$ cat config.mk
export PLATFORM = sky130hd
export DESIGN_NAME = hazard_unit_flat
export DESIGN_NICKNAME = d
export VERILOG_FILES = /design/src/rtl/hazard_if.sv /design/src/rtl/hazard_unit.sv /design/src/flat_wrapper.sv
export SDC_FILE = /design/constraint.sdc
export NUM_CORES = 1
export LEC_CHECK = 0
export ABC_AREA = 1
export CORE_MARGIN = 5
export CORE_UTILIZATION = 30
export DETAILED_ROUTE_END_ITERATION = 10
export SYNTH_ARGS = -nofsm -noshare
export SYNTH_HDL_FRONTEND = slang
export SYNTH_SLANG_ARGS = --single-unit
$ cat constraint.sdc
create_clock -name clk -period 1.93 [get_ports clk]
set_clock_uncertainty 0.15 [all_clocks]
set_input_delay 0.386 -clock clk [delete_from_list [all_inputs] [get_ports clk]]
set_output_delay 0.386 -clock clk [all_outputs]
set_load 0.05 [all_outputs]
$ cat src/rtl/hazard_if.sv
// Hazard unit bus: pipeline register tags and enables in, stall/flush/forward controls out.
interface hazard_if;
  logic [4:0]  rs1d, rs2d;
  logic [4:0]  rs1e, rs2e, rde;
  logic [4:0]  rdm, rdw;
  logic        regwritee, regwritem, regwritew;
  logic [1:0]  resultsrce;
  logic        pcsrce;
  logic        memreqm;
  logic        dmem_ready;
  logic        stallf, stalld;
  logic        flushd, flushe;
  logic        freeze;
  logic [1:0]  forwardae, forwardbe;
  logic [31:0] stall_cnt;
  logic        mem_timeout;

  modport master (
    output rs1d, rs2d, rs1e, rs2e, rde, rdm, rdw,
           regwritee, regwritem, regwritew, resultsrce, pcsrce, memreqm, dmem_ready,
    input  stallf, stalld, flushd, flushe, freeze, forwardae, forwardbe, stall_cnt, mem_timeout
  );

  modport slave (
    input  rs1d, rs2d, rs1e, rs2e, rde, rdm, rdw,
           regwritee, regwritem, regwritew, resultsrce, pcsrce, memreqm, dmem_ready,
    output stallf, stalld, flushd, flushe, freeze, forwardae, forwardbe, stall_cnt, mem_timeout
  );
endinterface

$ cat src/rtl/hazard_unit.sv
// Pipeline hazard unit: load-use/RAW stalls, branch flushes, EX forwarding, data-memory wait FSM.
// Build macro FORWARD_EN enables MEM/WB forwarding; without it RAW hazards from EX/MEM stall instead.
//
// state     | meaning
// IDLE      | no outstanding data-memory wait
// MEM_WAIT  | MEM access pending, pipeline frozen, wait counter running
module hazard_unit #(
  parameter int TIMEOUT = 255
) (
  input logic     clk,
  input logic     rst,
  hazard_if.slave hz
);

  localparam logic [0:0] ST_IDLE     = 1'b0;
  localparam logic [0:0] ST_MEM_WAIT = 1'b1;
  localparam logic [7:0] TIMEOUT_VAL = 8'(TIMEOUT);

`ifdef FORWARD_EN
  localparam logic FWD_ON = 1'b1;
`else
  localparam logic FWD_ON = 1'b0;
`endif

  logic [0:0]  state_q, state_d;
  logic [7:0]  wait_cnt_q, wait_cnt_d;
  logic        mem_timeout_q, mem_timeout_d;
  logic [31:0] stall_cnt_q, stall_cnt_d;

  logic        freeze_raw;
  logic        load_use;
  logic        raw_stall;
  logic [1:0]  fwd_a, fwd_b;
  logic        stall_out;

  always_comb begin
    freeze_raw = hz.memreqm & ~hz.dmem_ready;
    load_use   = (hz.resultsrce == 2'b01) & (hz.rde != 5'd0) &
                 ((hz.rde == hz.rs1d) | (hz.rde == hz.rs2d));

    // Without forwarding, any pending EX/MEM write to an ID source must drain first.
    raw_stall  = ~FWD_ON & (
                   (hz.regwritee & (hz.rde != 5'd0) & ((hz.rde == hz.rs1d) | (hz.rde == hz.rs2d))) |
                   (hz.regwritem & (hz.rdm != 5'd0) & ((hz.rdm == hz.rs1d) | (hz.rdm == hz.rs2d))));

    fwd_a = 2'b00;
    if (hz.regwritem & (hz.rdm != 5'd0) & (hz.rdm == hz.rs1e))      fwd_a = 2'b10;
    else if (hz.regwritew & (hz.rdw != 5'd0) & (hz.rdw == hz.rs1e)) fwd_a = 2'b01;

    fwd_b = 2'b00;
    if (hz.regwritem & (hz.rdm != 5'd0) & (hz.rdm == hz.rs2e))      fwd_b = 2'b10;
    else if (hz.regwritew & (hz.rdw != 5'd0) & (hz.rdw == hz.rs2e)) fwd_b = 2'b01;
  end

  always_comb begin
    hz.stallf    = 1'b0;
    hz.stalld    = 1'b0;
    hz.flushd    = 1'b0;
    hz.flushe    = 1'b0;
    hz.freeze    = 1'b0;
    hz.forwardae = 2'b00;
    hz.forwardbe = 2'b00;
    if (!rst) begin
      hz.freeze    = freeze_raw;
      hz.forwardae = FWD_ON ? fwd_a : 2'b00;
      hz.forwardbe = FWD_ON ? fwd_b : 2'b00;
      // Freeze holds branch/load-use decisions until the memory access completes.
      if (freeze_raw) begin
        hz.stallf = 1'b1;
        hz.stalld = 1'b1;
      end else if (hz.pcsrce) begin
        hz.flushd = 1'b1;
        hz.flushe = 1'b1;
      end else if (load_use | raw_stall) begin
        hz.stallf = 1'b1;
        hz.stalld = 1'b1;
        hz.flushe = 1'b1;
      end
    end
    stall_out = hz.stallf;
  end

  always_comb begin
    state_d       = state_q;
    wait_cnt_d    = wait_cnt_q;
    mem_timeout_d = mem_timeout_q;
    case (state_q)
      ST_IDLE: begin
        if (freeze_raw) begin
          state_d    = ST_MEM_WAIT;
          wait_cnt_d = 8'd0;
        end
      end
      ST_MEM_WAIT: begin
        if (wait_cnt_q != TIMEOUT_VAL) wait_cnt_d = wait_cnt_q + 8'd1;
        if (wait_cnt_d == TIMEOUT_VAL) mem_timeout_d = 1'b1;
        if (hz.dmem_ready | ~hz.memreqm) state_d = ST_IDLE;
      end
      default: state_d = ST_IDLE;
    endcase

    stall_cnt_d = stall_cnt_q;
    if (stall_out && (stall_cnt_q != 32'hFFFF_FFFF)) stall_cnt_d = stall_cnt_q + 32'd1;

    hz.stall_cnt   = stall_cnt_q;
    hz.mem_timeout = mem_timeout_q;
  end

  always_ff @(posedge clk) begin
    if (rst) begin
      state_q       <= ST_IDLE;
      wait_cnt_q    <= 8'd0;
      mem_timeout_q <= 1'b0;
      stall_cnt_q   <= 32'd0;
    end else begin
      state_q       <= state_d;
      wait_cnt_q    <= wait_cnt_d;
      mem_timeout_q <= mem_timeout_d;
      stall_cnt_q   <= stall_cnt_d;
    end
  end

endmodule
$ cat src/flat_wrapper.sv
// flat-port wrapper written by rule: the top's interface ports become plain ports
module hazard_unit_flat 
#(
  parameter int TIMEOUT = 255
)
  (clk, rst, hz_rs1d, hz_rs2d, hz_rs1e, hz_rs2e, hz_rde, hz_rdm, hz_rdw, hz_regwritee, hz_regwritem, hz_regwritew, hz_resultsrce, hz_pcsrce, hz_memreqm, hz_dmem_ready, hz_stallf, hz_stalld, hz_flushd, hz_flushe, hz_freeze, hz_forwardae, hz_forwardbe, hz_stall_cnt, hz_mem_timeout);
  hazard_if hz_i ();
  input logic clk;
  input logic rst;
  input wire logic [$bits(hz_i.rs1d)-1:0] hz_rs1d;
  input wire logic [$bits(hz_i.rs2d)-1:0] hz_rs2d;
  input wire logic [$bits(hz_i.rs1e)-1:0] hz_rs1e;
  input wire logic [$bits(hz_i.rs2e)-1:0] hz_rs2e;
  input wire logic [$bits(hz_i.rde)-1:0] hz_rde;
  input wire logic [$bits(hz_i.rdm)-1:0] hz_rdm;
  input wire logic [$bits(hz_i.rdw)-1:0] hz_rdw;
  input wire logic [$bits(hz_i.regwritee)-1:0] hz_regwritee;
  input wire logic [$bits(hz_i.regwritem)-1:0] hz_regwritem;
  input wire logic [$bits(hz_i.regwritew)-1:0] hz_regwritew;
  input wire logic [$bits(hz_i.resultsrce)-1:0] hz_resultsrce;
  input wire logic [$bits(hz_i.pcsrce)-1:0] hz_pcsrce;
  input wire logic [$bits(hz_i.memreqm)-1:0] hz_memreqm;
  input wire logic [$bits(hz_i.dmem_ready)-1:0] hz_dmem_ready;
  output wire logic [$bits(hz_i.stallf)-1:0] hz_stallf;
  output wire logic [$bits(hz_i.stalld)-1:0] hz_stalld;
  output wire logic [$bits(hz_i.flushd)-1:0] hz_flushd;
  output wire logic [$bits(hz_i.flushe)-1:0] hz_flushe;
  output wire logic [$bits(hz_i.freeze)-1:0] hz_freeze;
  output wire logic [$bits(hz_i.forwardae)-1:0] hz_forwardae;
  output wire logic [$bits(hz_i.forwardbe)-1:0] hz_forwardbe;
  output wire logic [$bits(hz_i.stall_cnt)-1:0] hz_stall_cnt;
  output wire logic [$bits(hz_i.mem_timeout)-1:0] hz_mem_timeout;
  assign hz_i.rs1d = hz_rs1d;
  assign hz_i.rs2d = hz_rs2d;
  assign hz_i.rs1e = hz_rs1e;
  assign hz_i.rs2e = hz_rs2e;
  assign hz_i.rde = hz_rde;
  assign hz_i.rdm = hz_rdm;
  assign hz_i.rdw = hz_rdw;
  assign hz_i.regwritee = hz_regwritee;
  assign hz_i.regwritem = hz_regwritem;
  assign hz_i.regwritew = hz_regwritew;
  assign hz_i.resultsrce = hz_resultsrce;
  assign hz_i.pcsrce = hz_pcsrce;
  assign hz_i.memreqm = hz_memreqm;
  assign hz_i.dmem_ready = hz_dmem_ready;
  assign hz_stallf = hz_i.stallf;
  assign hz_stalld = hz_i.stalld;
  assign hz_flushd = hz_i.flushd;
  assign hz_flushe = hz_i.flushe;
  assign hz_freeze = hz_i.freeze;
  assign hz_forwardae = hz_i.forwardae;
  assign hz_forwardbe = hz_i.forwardbe;
  assign hz_stall_cnt = hz_i.stall_cnt;
  assign hz_mem_timeout = hz_i.mem_timeout;
  hazard_unit #(.TIMEOUT(TIMEOUT)) u_core (.clk(clk), .rst(rst), .hz(hz_i));
endmodule
# Yosys cells after proc, flatten, opt, wreduce, memory -nomap -nowiden
# Index checks and enable logic that the tools add are counted.
[totals]
latch_bits = 0
ff_bits = 42
n_memories = 0
out_inout_bits = 42
rom_bits = 0
inputBits = 45
ram_bits = 0
[op_classes]
n_reduce_logical = 4
addsub = 2
magnitude_cmp = 0
n_div = 0
mul = 0
n_mux = 18
bitwise = 15
eq_ne = 9
n_shift = 0
[ops]
columns = ["operator", "count"]
rows = [
  ["adder 32 x 1 -> 32 bit (second input constant)", 1],
  ["!= test 32 bit (second input constant)", 1],
  ["2-to-1 mux 8 bit", 3],
  ["equality test 5 bit", 4],
  ["case mux 8 bit (2 select lines)", 1],
  ["2-to-1 mux 1 bit", 13],
  ["nonzero test 5 bit", 2],
  ["adder 8 x 1 -> 8 bit (second input constant)", 1],
  ["equality test 8 bit (second input constant)", 1],
  ["!= test 8 bit (second input constant)", 1],
  ["bitwise AND 1 bit", 7],
  ["bitwise OR 1 bit", 5],
  ["NOT 1 bit", 3],
  ["equality test 2 x 1 -> 1 bit (second input constant)", 1],
  ["!= test 2 x 1 -> 1 bit (second input constant)", 1],
  ["case mux 1 bit (2 select lines)", 1],
  ["AND reduction 2 bit", 1],
  ["logical AND 1 bit", 1],
]

# Longest topological paths before layout
[depth]
word_depth = 10
mapped_depth = 14
ltp_nobuf = 13

# Worst setup path after synthesis
# OpenSTA, ideal clock, no wires.
[synth_path]
path_kind = "input to output"
start = "input hz_memreqm"
end = "output hz_stallf"
arrival_ns = 2.199
cell_stages = 8
path_slack_ns = -0.805
path_cell_list = "inv_1 nor2_1 inv_1 nor2_1 inv_1 nand2_1 buf_2 buf_4"
[synth_via]
elab_chain_cells = 3
[synth_rtl]
columns = ["element", "line", "text"]
rows = [
  ["from (decl)", "flat_wrapper.sv:22", "input wire logic [$bits(hz_i.memreqm)-1:0] hz_memreqm;"],
  ["bitwise AND 1 bit", "hazard_unit.sv:37", "freeze_raw = hz.memreqm & ~hz.dmem_ready;"],
  ["2-to-1 mux 1 bit (2 in a row)", "-", ""],
  ["to (decl)", "flat_wrapper.sv:24", "output wire logic [$bits(hz_i.stallf)-1:0] hz_stallf;"],
]
# Every way passes these cells.

# Worst setup path after layout
[layout_path]
start = "input hz_rde[3]"
end = "output hz_flushe"
[layout_via]
elab_chain_cells = 9
word_cells_on_any_way = 14
[layout_rtl]
columns = ["element", "line", "text"]
rows = [
  ["from (decl)", "flat_wrapper.sv:14", "input wire logic [$bits(hz_i.rde)-1:0] hz_rde;"],
  ["equality test 5 bit / nonzero test 5 bit (equally long branches)", "hazard_unit.sv:39, hazard_unit.sv:43, hazard_unit.sv:38", ""],
  ["bitwise OR 1 bit / bitwise AND 1 bit (equally long branches)", "hazard_unit.sv:39, hazard_unit.sv:43", ""],
  ["bitwise AND 1 bit", "hazard_unit.sv:43", "(hz.regwritee & (hz.rde != 5'd0) & ((hz.rde == hz.rs1d) | (hz.rde == hz.rs2d))) |"],
  ["bitwise OR 1 bit", "hazard_unit.sv:43", ""],
  ["bitwise OR 1 bit (*)", "hazard_unit.sv:74", "end else if (load_use | raw_stall) begin"],
  ["2-to-1 mux 1 bit (*)", "hazard_unit.sv:74", ""],
  ["2-to-1 mux 1 bit (*)", "hazard_unit.sv:71", "end else if (hz.pcsrce) begin"],
  ["2-to-1 mux 1 bit (*)", "hazard_unit.sv:68", "if (freeze_raw) begin"],
  ["2-to-1 mux 1 bit (*)", "hazard_unit.sv:63", "if (!rst) begin"],
  ["to (decl)", "flat_wrapper.sv:27", "output wire logic [$bits(hz_i.flushe)-1:0] hz_flushe;"],
]
# Every way passes the cells marked *; elsewhere a longest branch is shown, timed or not.

==> impl_results.md <==
- Hold_buf cts: 0
- RSZ-0062 raised after global routing: true
- Min cycle time layout: 2.01 ns
- Area grow syn2layout: 66.6%
- Placement Setup Slack: -0.601 ns
- Maximum level of the CTS H-tree: 2
- Most used cell along the critical path: inv_1
- Vias in the first global route: 3,240
- Flops & latches, synth: 42
- Remaining antenna violation count: 0
- Largest stage delay on the critical path: 0.21 ns
- Worst-case clock buffer depth: 2
- Row cnt: 36
- CTS tree: done
- Layout cells sized above 1: 0.458
- Status: finished, violations left
- Synth Area per Inst: 6.04 µm²
- Final hold vios: 0
- Synth Instances: 493
- Initial Utilization: 0.306
- Critical path startpoint: hz_rde[3]
- CP bufs+invs: 4
- Finished Layout Cells: 749
- DRC viols: 0
- DRT Wirelength: 10,200 µm
- Startpoint Class: input pin
- Largest net degree at the start of global routing: 24
- Skew-Pair Late Insertion Delay: 0.30 ns
- Synth area leader: dfxtp_1
- Post-DP Area: 0.00418 mm²
- Worst Hold Launch: u_core.hz.mem_timeout
- Max IR drop VDD: 0.340 mV
- Library cells used by synthesis: 24
- DIE AREA: 0.0120 mm²
- Die height: 110 µm
- Post-synth top area share: 0.282
- Post-route cell area: 0.00496 mm²
- MaxCap Viol Count: 0
- Synth top area cells: dfxtp_1 (28%), nand2_1 (20%), nand3_1 (8.4%)
- DR WL/cell: 13.6 µm
- # clock sinks: 42
- Chip width: 110 µm
- Detail Placement HPWL: 7460 µm
- Multi-input gate area: 0.00233 mm²
- Slew Viols, Final: 0
- Reg2reg start: u_core.hz.stall_cnt[4]
- IO Pins: 87
- Worst-path fanout max: 4
- Crit Path Class: in2out
- Core area: 0.00973 mm²
- Drt first-iter violations: 125
- Clock Tree Root: clkbuf_8
- First-pass GRT wire length: 15,400 µm
- Quantity of I/O buffers inserted on ports: 66
- Crit path DAT: 1.47 ns
- Achievable Freq: 498 MHz
- Initial antenna violation count: 0
- TritonCTS buffer count: 5
- Area taken by flip-flops and latches: 905 µm²
- Drt pass-1 iters: 4
- Final setup violation count: 34
- All-Layer GR Usage: 0.161
- Pwr dens: 415 mW/mm²
- Sequential share of the synthesized area: 0.282
- Clock-pin slew of the registers on the worst-case setup and hold paths: 0.08 ns
- Gp weighted congestion: 0.917
- Util after Layout: 0.510
- Ant. Diodes: 0
- Crit-path cells: buf_8, nor3_4, nand3_2, o21ai_2, inv_1, nand2_1, nand2_2, o211ai_1, inv_1, buf_6
- CP required: 1.39 ns
- Via count: 3,472
- Crit. End Element: primary output
- Final Worst Setup Slack: -0.0769 ns
- Ys Warns: 0
- Violated checks: setup timing
- Vias/cell: 4.64
- Hold crit path type: reg2reg
- Mapped Area: 0.00298 mm²
- Tcrit/Tclk final: 1.04
- CP max stage cell: nor3_4
- Cells after DPL: 725
- Number of nets in the layout: 662
- Fillers: 993
- Gr ovfl total: 0
- Crit path max-delay family: simple AND/OR/NAND/NOR gates
- Leakage power: 2.12 nW
report_power, final:
group / internal [mW] / switching (mW)
sequential: 0.857 / 0.00678
clock: 0.467 / 0.340
combinational: 0.167 / 0.219
total: 1.49 / 0.566
cell usage after synthesis, drive strengths merged:
cell	instances
nor3	19
conb	1
a21oi	41
nor2	55
xnor2	11
nand2	162
ha	2
clkbuf	10
xor2	28
inv	49
dfxtp	42
nor4	1
o211ai	1
buf	10
nand3	50
o21ai	5
nand4	6
path summary, 6_finish.rpt:
kind / cells after the start / slack (ns) / to
worst min register to register: 2 / 0.33 / u_core.hz.mem_timeout
worst max-delay path: 10 / -0.08 / hz_flushe
worst min-delay path: 2 / 0.33 / u_core.hz.mem_timeout
worst max register to register: 11 / -0.05 / u_core.hz.stall_cnt[8]
cell usage in the layout (no fill, tap or decap), drive strengths merged:
master         Yosys  routed
inv               49      49
clkdlybuf4s15      0       2
o21ai              5       5
nor4               1       1
clkdlybuf4s50      0       1
xor2              28      28
dfxtp             42      42
nor2              55      55
nand2            162     162
a21oi             41      41
nor3              19      19
clkinv             0       1
ha                 2       2
bufinv             0       1
xnor2             11      11
dlygate4sd2        0       7
nand4              6       6
conb               1       4
o211ai             1       1
clkbuf            10       9
buf               10     119
nand3             50      50
cell families after synthesis:
logic type,synth area share
compound gates,0.0798
flops,0.282
fa+ha+maj,0.00840
xor+xnor,0.115
other cells,0.00126
buf+inv,0.102
simple gates,0.412
layer usage:
layer  vias up  wire, µm  global-route usage
met3         8       390              0.0217
met2        70      4900               0.261
met5         -         0                   0
met1      1586      4750               0.225
met4         0       113              0.0419
li1       1808         -                   -
worst register-to-register path, cell delays in order, from the launching register on:
cell	delay, ns
dfxtp_4	0.39
nand2_4	0.07
nor2_4	0.12
nand2_2	0.07
inv_2	0.06
nand3_2	0.08
nor3_2	0.21
nand4_2	0.18
nand2_4	0.20
clkbuf_16	0.20
nand2_2	0.06
a21oi_1	0.12
stage by stage:
step,power [mW],TNS [ns],hold slack (ns)
after floorplan,1.06,-0.0517,0.320
after detailed placement,1.20,-20.11,0.308
final,2.06,-1.15,0.326
after global placement,1.20,-20.52,0.295
after global routing,2.15,-3.70,0.346
after CTS,2.01,-0.0916,0.320
area by class of cell:
class                   instances  area share
repair buffers                132       0.249
clock inverters                 2     0.00782
inverters                      49      0.0381
flip-flops and latches         42       0.182
multi-input cells             385       0.470
clock buffers                   6      0.0189
well taps                     133      0.0335
registers in the layout (all words and copies together), names as in the netlist:
register and cells:
u_core.hz.stall_cnt 32, u_core.wait_cnt_q 8, u_core.hz.mem_timeout 1, u_core.state_q 1
timing repair:
item	4_1_cts	5_1_grt
pin swaps	37	51
cloned	0	2
resized for setup	121	142
endpoints found under the setup margin	39	36
buffers inserted	3	11
No activity file was read; power rests on OpenSTA's default activity.
